--- src/rtl/elevator_pkg.sv ---
// Shared definitions for the elevator car controller.
// Holds the FSM state encoding and the default building geometry.
// Imported by the request scan and the controller top.
package elevator_pkg;

  localparam int LEVELS_DEF      = 8;
  localparam int LEVEL_WIDTH_DEF = 3;

  typedef enum logic [1:0] {
    IDLE      = 2'd0,
    MOVE_UP   = 2'd1,
    MOVE_DOWN = 2'd2,
    DOOR_OPEN = 2'd3
  } state_t;

endpackage

--- src/rtl/elevator_floor_request_scan.sv ---
// Combinational view of the latched requests relative to one level.
// Zero latency; pure function of the request vectors and the level.
// No backpressure: results are consumed in the same cycle.
module floor_request_scan
  import elevator_pkg::*;
#(
  parameter int LEVELS      = LEVELS_DEF,
  parameter int LEVEL_WIDTH = LEVEL_WIDTH_DEF
) (
  input  logic [LEVELS-1:0]      in_req,
  input  logic [LEVELS-2:0]      up_req,
  input  logic [LEVELS-1:1]      dn_req,
  input  logic [LEVEL_WIDTH-1:0] level,
  output logic                   req_above,
  output logic                   req_below,
  output logic                   here_up,
  output logic                   here_dn,
  output logic                   up_here,
  output logic                   dn_here
);

  logic [LEVELS-1:0] up_full;
  logic [LEVELS-1:0] dn_full;
  logic [LEVELS-1:0] any_req;

  // Widen hall calls to full height (missing calls at the ends read as 0) and scan both sides.
  always_comb begin
    up_full               = '0;
    up_full[LEVELS-2:0]   = up_req;
    dn_full               = '0;
    dn_full[LEVELS-1:1]   = dn_req;
    any_req               = in_req | up_full | dn_full;
    req_above             = 1'b0;
    req_below             = 1'b0;
    for (int i = 0; i < LEVELS; i++) begin
      if (i > int'(level)) req_above = req_above | any_req[i];
      if (i < int'(level)) req_below = req_below | any_req[i];
    end
    up_here = up_full[level];
    dn_here = dn_full[level];
    here_up = in_req[level] | up_here;
    here_dn = in_req[level] | dn_here;
  end

endmodule

--- src/rtl/elevator_controller.sv ---
// Collective up/down scan controller: moves the car and opens the door at served levels.
// Outputs registered; door opens one cycle after a serviceable request is seen.
// Served requests are acknowledged by one-cycle inactivate pulses back to the latch block.
module elevator_controller
  import elevator_pkg::*;
#(
  parameter int LEVELS        = LEVELS_DEF,
  parameter int LEVEL_WIDTH   = LEVEL_WIDTH_DEF,
  parameter int TRAVEL_CYCLES = 16,
  parameter int DOOR_CYCLES   = 32
) (
  input  logic                   clk,
  input  logic                   reset,
  input  logic [LEVELS-1:0]      active_in_levels,
  input  logic [LEVELS-2:0]      active_out_up_levels,
  input  logic [LEVELS-1:1]      active_out_down_levels,
  output logic [LEVELS-1:0]      inactivate_in_levels,
  output logic [LEVELS-2:0]      inactivate_out_up_levels,
  output logic [LEVELS-1:1]      inactivate_out_down_levels,
  output logic [LEVEL_WIDTH-1:0] current_level,
  output logic                   direction_up,
  output logic                   moving,
  output logic                   door_open
);

  localparam int TW = $clog2(TRAVEL_CYCLES);
  localparam int DW = $clog2(DOOR_CYCLES);

  state_t                 state, state_nx;
  logic [LEVEL_WIDTH-1:0] level_nx, scan_level;
  logic                   dir_nx;
  logic [TW-1:0]          travel_cnt, travel_nx;
  logic [DW-1:0]          door_cnt, door_nx;
  logic [LEVELS-1:0]      clr_in_nx;
  logic [LEVELS-2:0]      clr_up_nx;
  logic [LEVELS-1:1]      clr_dn_nx;

  logic arrive, in_here, hall_dir, hall_opp, req_ahead, serve_here, keep_dir;
  logic restart_in, restart_hall, open_door;
  logic req_above, req_below, here_up, here_dn, up_here, dn_here;

  // On the arrival cycle the decision is taken for the level being entered, not the one left.
  assign arrive     = ((state == MOVE_UP) || (state == MOVE_DOWN)) &&
                      (travel_cnt == TW'(TRAVEL_CYCLES - 1));
  assign scan_level = !arrive ? current_level :
                      (state == MOVE_UP) ? current_level + 1'b1 : current_level - 1'b1;

  floor_request_scan #(
    .LEVELS      (LEVELS),
    .LEVEL_WIDTH (LEVEL_WIDTH)
  ) u_scan (
    .in_req    (active_in_levels),
    .up_req    (active_out_up_levels),
    .dn_req    (active_out_down_levels),
    .level     (scan_level),
    .req_above (req_above),
    .req_below (req_below),
    .here_up   (here_up),
    .here_dn   (here_dn),
    .up_here   (up_here),
    .dn_here   (dn_here)
  );

  // An opposite-direction hall call here is deferred while work remains ahead.
  assign in_here      = active_in_levels[scan_level];
  assign hall_dir     = direction_up ? up_here : dn_here;
  assign hall_opp     = direction_up ? dn_here : up_here;
  assign req_ahead    = direction_up ? req_above : req_below;
  assign serve_here   = (direction_up ? here_up : here_dn) | (hall_opp & ~req_ahead);
  assign keep_dir     = req_ahead | hall_dir;
  // A bit whose clear pulse is on this cycle is still latched; do not count it as a new press.
  assign restart_in   = in_here & ~inactivate_in_levels[scan_level];
  assign restart_hall = direction_up ? (up_here & ~inactivate_out_up_levels[scan_level])
                                     : (dn_here & ~inactivate_out_down_levels[scan_level]);

  // Next-state, timers and clear-pulse generation.
  always_comb begin
    state_nx  = state;
    level_nx  = current_level;
    dir_nx    = direction_up;
    travel_nx = travel_cnt;
    door_nx   = door_cnt;
    clr_in_nx = '0;
    clr_up_nx = '0;
    clr_dn_nx = '0;
    open_door = 1'b0;
    case (state)
      IDLE: begin
        if (serve_here) begin
          open_door = 1'b1;
        end else if (req_above && req_below) begin
          state_nx  = direction_up ? MOVE_UP : MOVE_DOWN;
          travel_nx = '0;
        end else if (req_above) begin
          state_nx  = MOVE_UP;
          dir_nx    = 1'b1;
          travel_nx = '0;
        end else if (req_below) begin
          state_nx  = MOVE_DOWN;
          dir_nx    = 1'b0;
          travel_nx = '0;
        end
      end
      MOVE_UP, MOVE_DOWN: begin
        if (arrive) begin
          level_nx  = scan_level;
          travel_nx = '0;
          if (serve_here)      open_door = 1'b1;
          else if (!req_ahead) state_nx  = IDLE;
        end else begin
          travel_nx = travel_cnt + 1'b1;
        end
      end
      DOOR_OPEN: begin
        if (restart_in || restart_hall) begin
          door_nx = '0;
          clr_in_nx[scan_level] = restart_in;
          if (restart_hall && direction_up)  clr_up_nx[scan_level] = 1'b1;
          if (restart_hall && !direction_up) clr_dn_nx[scan_level] = 1'b1;
        end else if (door_cnt == DW'(DOOR_CYCLES - 1)) begin
          state_nx = IDLE;
          door_nx  = '0;
        end else begin
          door_nx = door_cnt + 1'b1;
        end
      end
      default: state_nx = IDLE;
    endcase
    if (open_door) begin
      state_nx = DOOR_OPEN;
      door_nx  = '0;
      dir_nx   = keep_dir ? direction_up : ~direction_up;
      clr_in_nx[scan_level] = in_here;
      if (dir_nx && up_here)  clr_up_nx[scan_level] = 1'b1;
      if (!dir_nx && dn_here) clr_dn_nx[scan_level] = 1'b1;
    end
  end

  // State, position, timers and registered clear pulses.
  always_ff @(posedge clk or posedge reset) begin
    if (reset) begin
      state                      <= IDLE;
      current_level              <= '0;
      direction_up               <= 1'b1;
      travel_cnt                 <= '0;
      door_cnt                   <= '0;
      inactivate_in_levels       <= '0;
      inactivate_out_up_levels   <= '0;
      inactivate_out_down_levels <= '0;
    end else begin
      state                      <= state_nx;
      current_level              <= level_nx;
      direction_up               <= dir_nx;
      travel_cnt                 <= travel_nx;
      door_cnt                   <= door_nx;
      inactivate_in_levels       <= clr_in_nx;
      inactivate_out_up_levels   <= clr_up_nx;
      inactivate_out_down_levels <= clr_dn_nx;
    end
  end

  assign moving    = (state == MOVE_UP) || (state == MOVE_DOWN);
  assign door_open = (state == DOOR_OPEN);

endmodule

--- config.mk ---
export PLATFORM = sky130hd
export DESIGN_NAME = elevator_controller
export DESIGN_NICKNAME = d
export VERILOG_FILES = /design/src/rtl/elevator_pkg.sv /design/src/rtl/elevator_floor_request_scan.sv /design/src/rtl/elevator_controller.sv
export SDC_FILE = /design/constraint.sdc
export NUM_CORES = 1
export LEC_CHECK = 0
export BUFFER_PORTS_ARGS = -buffer_cell sky130_fd_sc_hd__buf_2
export CAP_MARGIN = 10
export CELL_PAD_IN_SITES_DETAIL_PLACEMENT = 0
export CELL_PAD_IN_SITES_GLOBAL_PLACEMENT = 1
export CORE_MARGIN = 2
export CORE_UTILIZATION = 39
export CTS_CLUSTER_SIZE = 14
export DETAILED_ROUTE_END_ITERATION = 7
export PLACE_DENSITY_LB_ADDON = 0.15
export SLEW_MARGIN = 20
export SYNTH_ARGS = -nofsm -noshare
export SYNTH_HDL_FRONTEND = slang
export SYNTH_SLANG_ARGS = --single-unit
--- constraint.sdc ---
create_clock -name clk -period 3.7 [get_ports clk]
set_clock_uncertainty 0.05 [all_clocks]
set_input_delay 0.185 -clock clk [delete_from_list [all_inputs] [get_ports clk]]
set_output_delay 0.185 -clock clk [all_outputs]
set_load 0.05 [all_outputs]
==> results.txt <==
----------------------------------------------------
[Run status]
  Status ... complete, no violations

[Worst setup path]
  Worst reg2reg setup slack ... 0.15 ns
  Arr. time, crit path ... 3.67 ns
  Kind of critical path ... register to register
  Buffer and inverter count on the worst path ... 1
  Critical Path Slowest Stage Cell ... sky130_fd_sc_hd__fa_2
  Data required time of the critical path ... 3.82 ns
  Sequence of cells on the critical path ... inv_1 > ha_1 > fa_2 > nand2b_4 > mux2_4 > o2111ai_4 > mux2i_4 > nor3_4 > a22oi_4 > o21a_4 > o21ai_1 > or3b_1
  Critical R2R Capture ... travel_cnt[3]$_DFFE_PP0P_
  Critical Path Sink Type ... register
  Top delay family on crit path ... simple AND/OR/NAND/NOR gates
  Worst stage delay on the critical path ... 0.55 ns
  Worst-path fanout max ... 9
  Startpoint types ... register
  Reg2reg path depth ... 12
  RR Startpoint ... state[1]$_DFFE_PP0P_

[Timing]
  Time the final worst path needs with I/O delays and setup ... 3.547 ns
  Remaining max-slew budget at the tightest pin ... 60.61%
  Maximum operating frequency ... 281.9 MHz
  # setup viols final ... 0
  Transition time at the pin with the least slew margin ... 0.5847 ns
  Aggregate negative setup slack ... 0 ns
  Final-report hold violation count ... 0
  RSZ-0062 raised after global routing ... yes
  Final worst-path cycle share ... 95.86%
  Number of max-slew violations in the final report ... 0
  Final-layout worst hold slack ... 0.3844 ns
  Crit path setup slack, layout ... 0.1531 ns

[Layout]
  Fraction of layout cells with a size suffix above 1 ... 34.34%
  Count of inserted antenna diode cells ... 0
  Utilization of the core after routing ... 51.31%
  Most frequent cells in the layout ... sky130_fd_sc_hd__buf_2, sky130_fd_sc_hd__dfrtp_1, sky130_fd_sc_hd__buf_4, sky130_fd_sc_hd__nor2_1, sky130_fd_sc_hd__nor3_1
  Count of non-filler cells in the finished layout ... 498
  Most frequent standard cell in the layout excluding fill and tap cells ... sky130_fd_sc_hd__buf_2
  Number of nets in the layout ... 430
  Synth-to-layout area growth ... 26.25%

[Global route]
  Total overflow reported by the global router ... 0
  Largest net degree at the start of global routing ... 46
  GR Util All Layers ... 22.01%
  Global-route wire length before repair ... 14.80 mm
  Initial antenna violation count ... 0
  Number of global-route vias before repair ... 2,841

[Clock tree]
  Depth of the CTS H-tree ... 2
  Clock tree from TritonCTS ... yes
  Register clock-pin slew on the reported worst setup and hold paths ... 0.08 ns
  Number of buffers on the longest clock path ... 2
  Source-to-sink clock delay at the later pin of the worst-skew pair ... 0.29 ns
  CTS Root Cell ... sky130_fd_sc_hd__clkbuf_8
  Num CTS Buffers ... 5
  Sinks on the clock net ... 37

[Synth]
  Share of synthesized flip-flops with an asynchronous set or reset ... 100.0%
  Post-Syn Area ... 2979 um2
  Post-synth net total ... 360
  Sequential share of the synthesized area ... 31.12%
  Number of synthesized flops with an enable pin ... 0
  Total of flip-flops plus latches after synthesis ... 37
  Count of synthesis-stage warnings from yosys ... 0
  Gate Count Post-Synth ... 328
  Most common flop cell mapped by yosys ... sky130_fd_sc_hd__dfrtp_1
  Count of cell types in the netlist ... 80
  Average footprint of a synthesized cell ... 9.083 um2

[Drt]
  Number of nets still failing antenna checks after routing ... 0
  Iter 0 DRT Violations ... 140
  Vias after detailed routing ... 2,872
  Ratio of routed vias to standard cells ... 5.767
  # DRC ... 0
  Count of TritonRoute iterations in the first routing pass ... 4
  Post-Route WL ... 9.028 mm
  Avg WL per Cell ... 18.13 um

[Pwr]
  P_leak ... 1.657 nW
  Power per cell area ... 619.5 nW/um2
  VDD IR max ... 264.6 uV

[Hold path]
  Capture endpoint of the worst hold path ... inactivate_out_down_levels[1]$_DFF_PP0_
  Cell count of the worst hold path ... 5
  Class of the tightest hold or removal check ... input pin to register
  Hold Crit Start ... active_out_down_levels[1]

[Placement]
  Detailed placement HPWL ... 6.775 mm
  Post-Place Setup Slack ... 0.01291 ns
  IO buf count ... 51
  Placed Cells incl. Taps ... 483
  Last weighted congestion value of the routability-driven placer ... 0.8684

[Die]
  Number of primary I/O pins ... 52
  Number of cell rows ... 31
  Initial standard-cell utilization of the core ... 40.64%
  Width of the die ... 91.40 um
  Die outline area ... 8354 um2
  Die Ht ... 91.40 um
  Core Box Area ... 7331 um2

[Flow run]
  Max_cap viols ... 0

----------------------------------------------------
==> report_power, final <==
part	total (mW)	internal [mW]	switching (mW)
combinational	1.38	0.551	0.830
sequential	0.530	0.467	0.0638
clock	0.419	0.268	0.151
==> cell type report <==
cell class,count,area (um2)
fillers,732,3570
multi-input cells,261,2034
flip-flops and latches,37,929.6
repair buffers,81,486.7
well taps,99,123.9
clock buffers,5,68.82
clock inverters,3,65.06
inverters,12,52.55
==> through the flow <==
step | area [um2] | power (mW)
global placement | 3462 | 1.795
CTS | 3606 | 2.225
global route | 3761 | 2.489
floorplan | 3022 | 1.461
detailed placement | 3462 | 1.799
finish | 3761 | 2.330
==> flip-flops by register name, summed over array words and instances (netlist names) <==
name,cells
direction_up,1
door_cnt,5
travel_cnt,4
inactivate_in_levels,8
inactivate_out_down_levels,7
state,2
inactivate_out_up_levels,7
current_level,3
==> tightest hold or removal path: cells and delay by family <==
family | cells | cell delay [ns]
buffers and inverters | 3 | 0.31
and+or+nand+nor | 2 | 0.19
==> cell usage after synthesis (3+ instances only) <==
cell	count	area, um2
sky130_fd_sc_hd__nand3b_1	3	22.52
sky130_fd_sc_hd__buf_6	3	33.78
sky130_fd_sc_hd__buf_2	6	30.03
sky130_fd_sc_hd__dfrtp_1	36	900.9
sky130_fd_sc_hd__nor3_2	3	30.03
sky130_fd_sc_hd__nor2_1	26	97.59
sky130_fd_sc_hd__o211ai_1	4	30.03
sky130_fd_sc_hd__o22ai_1	5	31.28
sky130_fd_sc_hd__inv_1	10	37.54
sky130_fd_sc_hd__mux2_2	3	33.78
sky130_fd_sc_hd__nor2b_1	3	18.77
sky130_fd_sc_hd__a21o_1	4	30.03
sky130_fd_sc_hd__nand3_1	11	55.05
sky130_fd_sc_hd__and3_1	4	25.02
sky130_fd_sc_hd__and3b_1	8	70.07
sky130_fd_sc_hd__a21oi_1	9	45.04
sky130_fd_sc_hd__o2111ai_1	3	26.28
sky130_fd_sc_hd__o2bb2ai_1	3	26.28
sky130_fd_sc_hd__a22oi_1	5	37.54
sky130_fd_sc_hd__ha_1	7	87.58
sky130_fd_sc_hd__nand2b_1	3	18.77
sky130_fd_sc_hd__nand2_1	18	67.56
sky130_fd_sc_hd__xnor2_1	3	26.28
sky130_fd_sc_hd__mux2i_1	18	180.2
sky130_fd_sc_hd__a22o_1	5	43.79
sky130_fd_sc_hd__o21ai_1	3	15.01
sky130_fd_sc_hd__nor3_1	21	105.1
sky130_fd_sc_hd__and2_1	4	25.02
sky130_fd_sc_hd__nor3b_1	8	60.06
sky130_fd_sc_hd__nand4_1	4	25.02
sky130_fd_sc_hd__a2111oi_0	4	35.03
sky130_fd_sc_hd__o21ai_0	14	70.07
sky130_fd_sc_hd__or3_1	3	18.77
sky130_fd_sc_hd__clkbuf_1	7	26.28
==> metal layers <==
| layer | wire [um] | up-vias | global-route usage [%] | share of wire (%) |
|---|---|---|---|---|
| li1 | - | 1403 | - | - |
| met1 | 4476 | 1381 | 32.59 | 50 |
| met2 | 4101 | 80 | 34.87 | 45 |
| met3 | 369 | 8 | 2.407 | 4.1 |
| met4 | 80 | 0 | 4.040 | 0.89 |
| met5 | 0 | - | 0 | 0 |
==> cells by family (layout without fill, tap and decap cells) <==
kind of cell    Yosys count  after routing  synth area share, %
compound gates           95             95                25.66
xor+xnor                  4              4                1.176
fa+ha+maj                 8              8                3.612
buf+inv                  31            101                5.418
flops                    37             37                31.12
mux                      23             24                8.399
simple gates            130            130                24.61
==> repair_timing <==
action / CTS / global route
setup buffers: 0 / 5
hold buffers: 1 / 0
setup endpoints to repair: 0 / 31
hold endpoints to repair: 36 / 0
resized for setup: 0 / 23
==> worst max path at each step <==
stage | depth (start not counted) | startpoint | end
after floorplan | 13 | current_level[1]$_DFFE_PP0P_ | travel_cnt[3]$_DFFE_PP0P_
after global placement | 13 | state[0]$_DFFE_PP0P_ | state[0]$_DFFE_PP0P_
after detailed placement | 12 | state[0]$_DFFE_PP0P_ | travel_cnt[3]$_DFFE_PP0P_
after CTS | 12 | state[0]$_DFFE_PP0P_ | travel_cnt[3]$_DFFE_PP0P_
after global routing | 13 | state[1]$_DFFE_PP0P_ | travel_cnt[3]$_DFFE_PP0P_
final | 12 | state[1]$_DFFE_PP0P_ | travel_cnt[3]$_DFFE_PP0P_
No activity file was read; power rests on OpenSTA's default activity.
